$ cat src/rtl/mem_arb_pkg.sv
// Shared types for the instruction/data memory port arbiter.
package mem_arb_pkg;

    // Bus and MEM-stage command encoding; 2'b11 is never driven and reads as no request.
    typedef enum logic [1:0] {
        MEM_NONE  = 2'b00,
        MEM_LOAD  = 2'b01,
        MEM_STORE = 2'b10
    } mem_cmd_e;

    typedef enum logic [1:0] {
        IDLE  = 2'b00,
        ISSUE = 2'b01,
        RESP  = 2'b10
    } arb_state_e;

    typedef enum logic [1:0] {
        OWN_NONE = 2'b00,
        OWN_IF   = 2'b01,
        OWN_DMEM = 2'b10
    } owner_e;

    // True only for the two real data commands.
    function automatic logic is_mem_op(input logic [1:0] cmd);
        return (cmd == MEM_LOAD) || (cmd == MEM_STORE);
    endfunction

endpackage

$ cat src/rtl/imem_dmem_arbiter.sv
// Arbiter for the single unified memory port shared by instruction fetch and
// the MEM-stage load/store unit. Data accesses have fixed priority; a
// starvation counter hands the port to fetch after STARVE_LIMIT consecutive
// data grants made while fetch was waiting. One transaction is outstanding.
//
// Handshakes: a requester raises its request (if_req / dmem_cmd) with stable
// address/data and holds it until its completion pulse (if_rvalid /
// dmem_done); the stall outputs are the request gated by that pulse. On the
// bus, mem_cmd/mem_addr/mem_wdata are held until the cycle mem_gnt is high;
// read data comes back later as a one-cycle mem_rvalid.
// dbg_state exposes the FSM state for observation.
module imem_dmem_arbiter
    import mem_arb_pkg::*;
#(
    parameter int STARVE_LIMIT = 4,
    parameter int XLEN         = 32
) (
    input  logic            clk,
    input  logic            rst_n,
    input  logic            if_req,
    input  logic [XLEN-1:0] if_addr,
    input  logic            if_flush,
    output logic            if_stall,
    output logic            if_rvalid,
    output logic [XLEN-1:0] if_rdata,
    input  logic [1:0]      dmem_cmd,
    input  logic [XLEN-1:0] dmem_addr,
    input  logic [XLEN-1:0] dmem_wdata,
    output logic            dmem_stall,
    output logic            dmem_done,
    output logic [XLEN-1:0] dmem_rdata,
    output logic [1:0]      mem_cmd,
    output logic [XLEN-1:0] mem_addr,
    output logic [XLEN-1:0] mem_wdata,
    input  logic            mem_gnt,
    input  logic            mem_rvalid,
    input  logic [XLEN-1:0] mem_rdata,
    output logic [1:0]      dbg_state
);

    localparam int CNT_W = $clog2(STARVE_LIMIT + 1);
    localparam logic [XLEN-1:0] WORD_MASK = ~XLEN'(3);

    arb_state_e       state;
    owner_e           owner;
    logic [CNT_W-1:0] starve_cnt;
    logic             flush_pend;

    logic dmem_valid;
    logic starve_hit;
    logic grant_d;
    logic grant_if;
    logic issue_gnt;
    logic resp_done;

    // Arbitration: data first unless fetch has waited through STARVE_LIMIT data grants.
    assign dmem_valid = is_mem_op(dmem_cmd);
    assign starve_hit = if_req && (starve_cnt == CNT_W'(STARVE_LIMIT));
    assign grant_d    = dmem_valid && !starve_hit;
    assign grant_if   = !grant_d && if_req;

    // Completion events; responses are routed combinationally in their cycle.
    assign issue_gnt  = (state == ISSUE) && mem_gnt;
    assign resp_done  = (state == RESP) && mem_rvalid;

    assign dmem_done  = (issue_gnt && (mem_cmd == MEM_STORE)) ||
                        (resp_done && (owner == OWN_DMEM));
    assign if_rvalid  = resp_done && (owner == OWN_IF) && !flush_pend && !if_flush;
    assign dmem_rdata = mem_rdata;
    assign if_rdata   = mem_rdata;

    assign if_stall   = if_req & ~if_rvalid;
    assign dmem_stall = dmem_valid & ~dmem_done;
    assign dbg_state  = state;

    // Arbiter FSM with registered bus command, owner, starvation count and flush tracking.
    always_ff @(posedge clk or negedge rst_n) begin
        if (!rst_n) begin
            state      <= IDLE;
            owner      <= OWN_NONE;
            starve_cnt <= '0;
            flush_pend <= 1'b0;
            mem_cmd    <= MEM_NONE;
            mem_addr   <= '0;
            mem_wdata  <= '0;
        end else begin
            case (state)
                IDLE: begin
                    flush_pend <= 1'b0;
                    if (grant_d) begin
                        mem_cmd   <= dmem_cmd;
                        mem_addr  <= dmem_addr & WORD_MASK;
                        mem_wdata <= dmem_wdata;
                        owner     <= OWN_DMEM;
                        state     <= ISSUE;
                    end else if (grant_if && !if_flush) begin
                        // A fetch granted during a flush is dropped before it reaches the bus.
                        mem_cmd   <= MEM_LOAD;
                        mem_addr  <= if_addr & WORD_MASK;
                        mem_wdata <= '0;
                        owner     <= OWN_IF;
                        state     <= ISSUE;
                    end
                    if (grant_d && if_req) begin
                        if (starve_cnt != CNT_W'(STARVE_LIMIT)) begin
                            starve_cnt <= starve_cnt + CNT_W'(1);
                        end
                    end else begin
                        starve_cnt <= '0;
                    end
                end
                ISSUE: begin
                    if (owner == OWN_IF && if_flush) begin
                        flush_pend <= 1'b1;
                    end
                    if (mem_gnt) begin
                        mem_cmd <= MEM_NONE;
                        if (mem_cmd == MEM_STORE) begin
                            owner <= OWN_NONE;
                            state <= IDLE;
                        end else begin
                            state <= RESP;
                        end
                    end
                end
                RESP: begin
                    if (mem_rvalid) begin
                        owner      <= OWN_NONE;
                        flush_pend <= 1'b0;
                        state      <= IDLE;
                    end else if (owner == OWN_IF && if_flush) begin
                        flush_pend <= 1'b1;
                    end
                end
                default: begin
                    state <= IDLE;
                end
            endcase
        end
    end

endmodule
$ cat config.mk
export PLATFORM = sky130hd
export DESIGN_NAME = imem_dmem_arbiter
export DESIGN_NICKNAME = d
export VERILOG_FILES = /design/src/rtl/mem_arb_pkg.sv /design/src/rtl/imem_dmem_arbiter.sv
export SDC_FILE = /design/constraint.sdc
export NUM_CORES = 1
export LEC_CHECK = 0
export CAP_MARGIN = 5
export CORE_ASPECT_RATIO = 1.75
export CORE_MARGIN = 2
export CORE_UTILIZATION = 35
export CTS_BUF_LIST = sky130_fd_sc_hd__clkbuf_8 sky130_fd_sc_hd__clkbuf_16
export CTS_CLUSTER_SIZE = 20
export DETAILED_ROUTE_END_ITERATION = 10
export HOLD_SLACK_MARGIN = 0.02
export PLACE_DENSITY = 0.93
export SLEW_MARGIN = 20
export SYNTH_ARGS = -nofsm -noshare
export SYNTH_HDL_FRONTEND = slang
export SYNTH_SLANG_ARGS = --single-unit
$ cat constraint.sdc
create_clock -name clk -period 2.15 [get_ports clk]
set_input_delay 0.3225 -clock clk [delete_from_list [all_inputs] [get_ports clk]]
set_output_delay 0.3225 -clock clk [all_outputs]
set_load 0.01 [all_outputs]
Word level (Yosys, flattened, before mapping)
Index checks and enable logic that the tools add are counted.
W data, S select, Z words.
{ "word_totals": {"wordCells": 76, "ff_bits": 74} }
{ "classes": {"add_sub_neg": 1, "bitwise_logic": 4, "n_reduce_logical": 28, "muxes": 22, "eq_ne": 14} }
{ "op_table": {"columns": ["operator", "n"], "rows": [
  ["$mux W32", 4],
  ["$mux W2", 10],
  ["$logic_and A1 B1 Y1", 13],
  ["$pmux W2 S3", 2],
  ["$eq A2 B2 Y1 const B", 4],
  ["$eq A2 B1 Y1 const B", 3],
  ["$mux W3", 2],
  ["$ne A3 B3 Y1 const B", 2],
  ["$reduce_and A3 Y1", 2],
  ["$reduce_and A5 Y1", 1],
  ["$logic_not A1 Y1", 4],
  ["$ne A2 B1 Y1 const B", 2],
  ["$ne A2 B2 Y1 const B", 2],
  ["$pmux W2 S2", 1],
  ["$reduce_and A2 Y1", 2],
  ["$reduce_bool A2 Y1", 2],
  ["$add A3 B1 Y3 const B", 1],
  ["$eq A3 B3 Y1 const B", 1],
  ["$pmux W1 S3", 1],
  ["$reduce_bool A3 Y1", 1],
  ["$and A1 B1 Y1", 2],
  ["$logic_not A2 Y1", 1],
  ["$logic_or A1 B1 Y1", 2],
  ["$mux W1", 2],
  ["$not A1 Y1", 2]
]} }

Logic depth before layout (Yosys ltp)
Gate-level depths: netlist of the first run.
{ "logic_depth": {"word_depth": 10, "depth_mapped": 9, "mapped_depth_nobuf": 6} }

Least setup slack after synthesis of the first run
Ideal clock, no wire load.
{ "synth_path": {"path_kind": "register to output", "from": "register state[1] (netlist: dbg_state[1])", "to": "output port dmem_stall", "t_required_ns": 1.827, "stages_incl_launch_ff": 6, "setup_slack_ns": 0.396, "path_buffers": 0, "t_arrival_ns": 1.431, "cell_sequence": "dfrtp_1 > inv_1 > ha_1 > inv_1 > o31ai_1 > nor2_1"} }
{ "synth_via": {"elab_chain_cells": 6, "word_cells_on_any_way": 9, "cone_classes": "eq/ne (2); bitwise (2); reduce/logical (5)"} }
{ "synth_rtl": {"columns": ["item", "line", "rtl"], "rows": [
  ["start, declared", "imem_dmem_arbiter.sv:44", "arb_state_e state;"],
  ["start signal, assigned", "imem_dmem_arbiter.sv:79", "state <= IDLE;"],
  ["start signal, assigned", "imem_dmem_arbiter.sv:95", "state <= ISSUE;"],
  ["start signal, assigned", "imem_dmem_arbiter.sv:102", "state <= ISSUE;"],
  ["$eq A2 B1 Y1 or $eq A2 B2 Y1 (tied branches)", "imem_dmem_arbiter.sv:63, imem_dmem_arbiter.sv:64", null],
  ["$logic_and A1 B1 Y1, on equally long branches", "imem_dmem_arbiter.sv:63, imem_dmem_arbiter.sv:64", null],
  ["$logic_and A1 B1 Y1, on equally long branches", "imem_dmem_arbiter.sv:66, imem_dmem_arbiter.sv:67", null],
  ["$logic_or A1 B1 Y1 (*)", "imem_dmem_arbiter.sv:66", "assign dmem_done = (issue_gnt && (mem_cmd == MEM_STORE)) ||"],
  ["via dmem_done", "imem_dmem_arbiter.sv:30", "output logic dmem_done,"],
  ["$not A1 Y1 (*)", "imem_dmem_arbiter.sv:73", "assign dmem_stall = dmem_valid & ~dmem_done;"],
  ["$and A1 B1 Y1 (*)", "imem_dmem_arbiter.sv:73", null],
  ["end, declared", "imem_dmem_arbiter.sv:29", "output logic dmem_stall,"]
]} }
The timed path passes the listed nets; every way through them passes the cells marked *.

Final worst setup path of the first run
{ "layout_path": {"from": "register state[1] (netlist: dbg_state[1])", "to": "output port dmem_stall"} }
{ "layout_via": {"elab_chain_cells": 6, "word_cells_on_any_way": 9, "cone_classes": "eq/ne (2); bitwise (2); reduce/logical (5)"} }
{ "layout_rtl": {"columns": ["item", "line"], "rows": [
  ["$eq A2 B1 Y1 or $eq A2 B2 Y1 (tied branches)", "imem_dmem_arbiter.sv:63, imem_dmem_arbiter.sv:64"],
  ["$logic_and A1 B1 Y1, on equally long branches", "imem_dmem_arbiter.sv:63, imem_dmem_arbiter.sv:64"],
  ["$logic_and A1 B1 Y1, on equally long branches", "imem_dmem_arbiter.sv:66, imem_dmem_arbiter.sv:67"],
  ["$logic_or A1 B1 Y1 (*)", "imem_dmem_arbiter.sv:66"],
  ["$not A1 Y1 (*)", "imem_dmem_arbiter.sv:73"],
  ["$and A1 B1 Y1 (*)", "imem_dmem_arbiter.sv:73"]
]} }
Mark *: on every way between the ends. The rest lies on a longest branch, timed or not.

==> results of run 1 <==
## cells in the final DEF, fill, tap and decap left out, types with 4 or more instances in the layout
cell / Yosys / final
dlygate4sd2_1: 0 / 4
ha_1: 6 / 5
a22o_1: 32 / 32
a2bb2oi_2: 30 / 30
clkbuf_16: 0 / 9
inv_1: 7 / 6
a21oi_1: 5 / 5
clkdlybuf4s50_1: 0 / 164
o22ai_1: 31 / 31
buf_12: 0 / 6
dfrtp_1: 72 / 72
buf_4: 66 / 6
nor2_1: 5 / 5
## registers in the layout (all words and copies together), names as in the netlist
signal and cells:
mem_cmd 2, mem_addr 30, dbg_state 2, owner 2, mem_wdata 32, starve_cnt 3
flush_pend 1
## metrics by stage
step | cells | power (mW) | hold slack (ns) | util, %
4_1_cts | 555 | 7.89 | 0.464 | 52.1
2_1_floorplan | 315 | 4.47 | 0.0269 | -
5_1_grt | 555 | 8.26 | 0.501 | 52.1
3_5_place_dp | 537 | 6.21 | 0.284 | 48.8
6_report | 555 | 7.81 | 0.461 | 52.1
3_3_place_gp | 537 | 6.04 | 0.275 | 48.8
## metal layers
metal  vias to the layer above  GRT usage, %  share of wire, %
met5                         -             0                 0
met4                         0          14.5               7.2
met3                        72          5.28               8.6
met2                       153          33.1                52
met1                      1393          16.8                32
li1                       1305             -                 -
## what timing repair did
item | in CTS | in global routing
gates resized for setup | 6 | 1
gates cloned | 0 | 0
hold endpoints to repair | 28 | 0
hold buffers | 1 | 0
setup buffers | 1 | 0
endpoints found under the setup margin | 4 | 1
## cell usage after synthesis (all sizes together), types with 3 or more instances
cell	count	share of area, %
a21oi	6	1.1
a22o	32	7.4
a2bb2oi	30	12
buf	81	16
clkbuf	6	0.59
dfrtp	72	47
ha	6	2.0
inv	7	0.69
nand2	3	0.30
nor2	5	0.49
o21ai	3	0.40
o22ai	31	5.1
## kinds of logic (layout without fill, tap and decap cells)
family                     count (synthesis)  in the layout  share of synthesized area [%]
AOI/OAI and AO/OA                        111            111                           27.8
xor gates and xnor gates                   1              1                          0.429
adders and majority gates                  6              6                           1.98
buffers and inverters                     94            204                           17.1
DFF                                       72             72                           47.5
muxes                                      4              4                           1.12
other                                      1              2                         0.0988
and+or+nand+nor                           25             25                           3.92
## where the power goes
group | total (mW) | internal (mW) | switching [mW] | leakage (nW)
sequential | 2.39 | 1.97 | 0.420 | 0.862
combinational | 3.80 | 2.22 | 1.57 | 1.26
clock | 1.62 | 1.03 | 0.593 | 0.157
total | 7.81 | 5.22 | 2.58 | 2.28
## layout make-up
| class | count | area share [%] |
|---|---|---|
| multi-input cells | 149 | 24.7 |
| flip-flops and latches | 72 | 32.5 |
| repair buffers | 181 | 33.4 |
| clock buffers | 9 | 4.07 |
| well taps | 130 | 2.94 |
| inverters | 7 | 0.474 |
| clock inverters | 7 | 1.85 |
## path summary, 6_finish.rpt
check                               from            end  slack, ns  cells past startpoint
max                         dbg_state[1]     dmem_stall        0.1                      6
min                                rst_n   mem_addr[23]       0.46                      2
max reg2reg                starve_cnt[0]    mem_addr[2]       0.21                      7
min reg2reg                mem_wdata[28]  mem_wdata[28]       0.50                      1
max in group asynchronous          rst_n   mem_addr[16]       1.11                      3
min in group clk           mem_wdata[28]  mem_wdata[28]       0.50                      1
==> impl_metrics.toml, run 1 <==
[floorplan]
rows = 50
die_w_microns = 82.7
io_pins = 272
die_h_microns = 142
core_sq_um = 10600
start_util_pct = 35.7
die_area_sq_um = 11700

[synthesis]
synth-main-ff-cell = "dfrtp_1"
ys_types = 40
syn_inst = 314
ys_seq_elements = 72
synth_edf_count = 0
synthArstFlopShare_pct = 100
synth.avg_cell_area_sq_um = 12.1
ys_seq_area_share_pct = 47.5
yosys_warnings = 0
syn_area_sq_um = 3790

[detailed_routing]
first_pass_iters = 4
drt-vias-per-instance = 5.27
avgRoutedWirePerCell_microns = 19.4
wirelength_microns = 10700
vias = 2923
final_antenna_net_count = 0
post-route-drc-count = 0
drt-initial-drc-count = 72

[worst_setup_path]
worst-setup-path-type = "reg2out"
arrival_ns = 1.73
path_max_fanout = 4
critPathBufInv = 3
startpoint_type = "flip-flop"
cp_slowest_cell = "dfrtp_1"
worstPathRequired_ns = 1.83
crit_chain = "inv_2 > ha_1 > inv_1 > o31ai_2 > nor2_1 > dlygate4sd2_1"
cp_top_family = "buffers and inverters"
slowest_delay_ns = 0.42
cp-end-kind = "primary output"

[cells_and_area]
drive_above_1_share_pct = 16.0
nets = 562
multiInputGateArea_sq_um = 1370
diodes = 0
nFillCells = 906
regArea_sq_um = 1800
area_growth_pct = 46.0
final_area_sq_um = 5540

[power]
vdd_drop_max_v = 0.000867
p_leak_nw = 2.28
power.density_nw_per_um2 = 1410

[clock_network]
cts.clk_slew.worst_paths_ns = 0.06
cts_tree = "yes"
h-tree-depth = 3
cts_buffers = 9
cts_root_buffer = "clkbuf_16"
insertion_delay_ns = 0.33
cts.path.max_buffers = 2
clock-sinks = 72

[hold_path]
hold_path_class = "in2async"

[timing]
finalHoldViolCount = 0
relSlewSlack_pct = 65.7
fin_crit_sh_pct = 95.5
min_period_ns = 2.05
fin_ws_ns = 0.0970
finalSetupViolCount = 0
rsz0062_at_grt = "no"
fin_skew_ns = 0.00883
worstMarginPinSlew_ns = 0.515
fin_setup_tns_ns = 0
slew_viol_final = 0
clock.fmax_mhz = 487

[placement]
pre_cts_ws_ns = 0.0255
place_congestion = 0.794
port_buffers = 169
hpwl_microns = 8110
post_dp_cell_area_sq_um = 5190

[global_route]
grtUsageTotal_pct = 18.6
overflow = 0
antenna_found_initial = 0
grt_pass1_wl_microns = 16200
grt_max_degree = 45
grt_pass1_vias = 3248

[job]
drv_cap = 0

[status]
status = "complete, no violations"
Note: power is estimated with default switching activity, not from simulation.
==> run 2: changes to the inputs <==
--- a/config.mk
+++ b/config.mk
@@ -6,14 +6,16 @@
 export NUM_CORES = 1
 export LEC_CHECK = 0
 export CAP_MARGIN = 5
+export CELL_PAD_IN_SITES_DETAIL_PLACEMENT = 1
+export CELL_PAD_IN_SITES_GLOBAL_PLACEMENT = 1
 export CORE_ASPECT_RATIO = 1.75
 export CORE_MARGIN = 2
-export CORE_UTILIZATION = 35
+export CORE_UTILIZATION = 27
 export CTS_BUF_LIST = sky130_fd_sc_hd__clkbuf_8 sky130_fd_sc_hd__clkbuf_16
 export CTS_CLUSTER_SIZE = 20
 export DETAILED_ROUTE_END_ITERATION = 10
 export HOLD_SLACK_MARGIN = 0.02
-export PLACE_DENSITY = 0.93
+export PLACE_DENSITY = 0.95
 export SLEW_MARGIN = 20
 export SYNTH_ARGS = -nofsm -noshare
 export SYNTH_HDL_FRONTEND = slang
==> constraint.sdc (replaced) <==
create_clock -name clk -period 2.4 [get_ports clk]
set_input_delay 0.36 -clock clk [delete_from_list [all_inputs] [get_ports clk]]
set_output_delay 0.36 -clock clk [all_outputs]
set_load 0.01 [all_outputs]
==> impl_metrics.toml, run 2 (same netlist as run 1, synthesis figures left out) <==
[status]
status = "complete, no violations"

[detailed_routing]
drt-initial-drc-count = 41
post-route-drc-count = 0
drt-vias-per-instance = 4.95
final_antenna_net_count = 0
wirelength_microns = 11600
avgRoutedWirePerCell_microns = 19.5
first_pass_iters = 3
vias = 2958

[placement]
port_buffers = 169
place_congestion = 0.732
hpwl_microns = 8840
place_inst = 582
pre_cts_ws_ns = 0.145

[hold_path]
hold_path_class = "in2async"

[floorplan]
die_h_microns = 161
core_sq_um = 13800
rows = 57
start_util_pct = 27.4
die_area_sq_um = 15100
io_pins = 272
die_w_microns = 93.6

[cells_and_area]
diodes = 0
top_regs = "mem_wdata: 32 flops, mem_addr: 30 flops, starve_cnt: 3 flops"
drive_above_1_share_pct = 15.2
final_cell_mix = "clkdlybuf4s50_1, dfrtp_1, a22o_1, o22ai_1, a2bb2oi_2"
fin_util_pct = 39.8
largest_register_ffs = 32
final_common_cell = "clkdlybuf4s50_1"
instances_no_fill = 598
top_register = "mem_wdata"
area_growth_pct = 45.3
nets = 558
nFillCells = 1459

[clock_network]
cts_tree = "yes"
hold_buffers = 0
insertion_delay_ns = 0.33
h-tree-depth = 3
cts.path.max_buffers = 2
cts_buffers = 9
cts.clk_slew.worst_paths_ns = 0.06
clock-sinks = 72
cts_root_buffer = "clkbuf_16"

[power]
p_int_mw = 4.47
clkPwrFrac_pct = 18.6
switchingPower_mw = 2.31
p_leak_nw = 2.23
vdd_drop_max_v = 0.000487
power.density_nw_per_um2 = 1230
sw_frac_of_total_pct = 34.0
p_comb_share_pct = 49.8
seq_power_share_pct = 31.6

[worst_setup_path]
rr_worst_depth = 7
arrival_ns = 1.92
worstPathRequired_ns = 2.04
cp-end-kind = "primary output"
startpoint_type = "flip-flop"
worst-setup-path-type = "reg2out"
path_max_fanout = 5

[timing]
worstMarginPinSlew_ns = 0.916
finalHoldViolCount = 0
fin_ws_ns = 0.120
fin_skew_ns = 0.0121
fin_crit_sh_pct = 95.0
min_period_ns = 2.28
finalSetupViolCount = 0
relSlewSlack_pct = 38.9
rsz0062_at_grt = "no"
clock.fmax_mhz = 439
fin_setup_tns_ns = 0
slew_viol_final = 0

[global_route]
grt_pass1_vias = 3371
grt_max_degree = 73
grt_pass1_wl_microns = 17600
overflow = 0
met2_usage_pct = 27.9
grt_busiest_layer = "met2"
grt_util_met3_pct = 4.08
antenna_found_initial = 0
grtUsageTotal_pct = 15.2
gr-usage-met1_pct = 13.5

[job]
drv_cap = 0
-- run 2: stage by stage --
stage	total power, mW	hold slack, ns	area, sq um
finish	6.78	0.165	5510
global route	7.18	0.232	5510
CTS	6.90	0.188	5510
detailed placement	5.58	0.485	5210
global placement	5.41	0.480	5210
floorplan	4.01	0.0644	3800
-- run 2: power by group through the flow --
| stage | registers [mW] | clock network, mW | logic [mW] |
|---|---|---|---|
| after floorplan | 2.35 | 0 | 1.66 |
| final | 2.14 | 1.26 | 3.38 |
| after detailed placement | 2.17 | 0 | 3.41 |
| after global placement | 2.12 | 0 | 3.28 |
| after CTS | 2.16 | 1.32 | 3.43 |
| after global routing | 2.22 | 1.37 | 3.60 |
-- run 2: layout make-up --
cell class	count	area, sq um	share of cell area, %
sequential	72	1800	32.7
timing repair buffer	177	1800	32.7
multi-input combinational	149	1380	25.0
clock buffer	10	239	4.33
tap	177	221	4.02
clock inverter	6	45.0	0.817
inverter	7	26.3	0.477
-- run 2: final timing paths --
kind,startpoint,endpoint,slack [ns]
min,rst_n,mem_wdata[26],0.17
max in group asynchronous,rst_n,dbg_state[0],1.60
min reg2reg,mem_wdata[7],mem_wdata[7],0.51
max,dbg_state[0],if_rvalid,0.12
min in group clk,mem_wdata[7],mem_wdata[7],0.51
max reg2reg,starve_cnt[0],mem_addr[9],0.52
-- run 2: layer usage --
layer  wire length, microns  vias up
met5                      0        -
met4                    901        0
met3                   1050       86
met2                   6010      148
met1                   3680     1424
li1                       -     1300
-- run 2: repair_timing --
action	4_1_cts	5_1_grt
resized for setup	4	2
buffers inserted	0	0
pin swaps	0	0
endpoints found under the setup margin	2	3
-- run 2: worst max-delay path: stages, from the launching register on --
cell             delay [ns]
dfrtp_2                0.44
inv_1                  0.09
ha_1                   0.20
nand4b_1               0.12
nor3_2                 0.16
clkdlybuf4s50_1        0.57
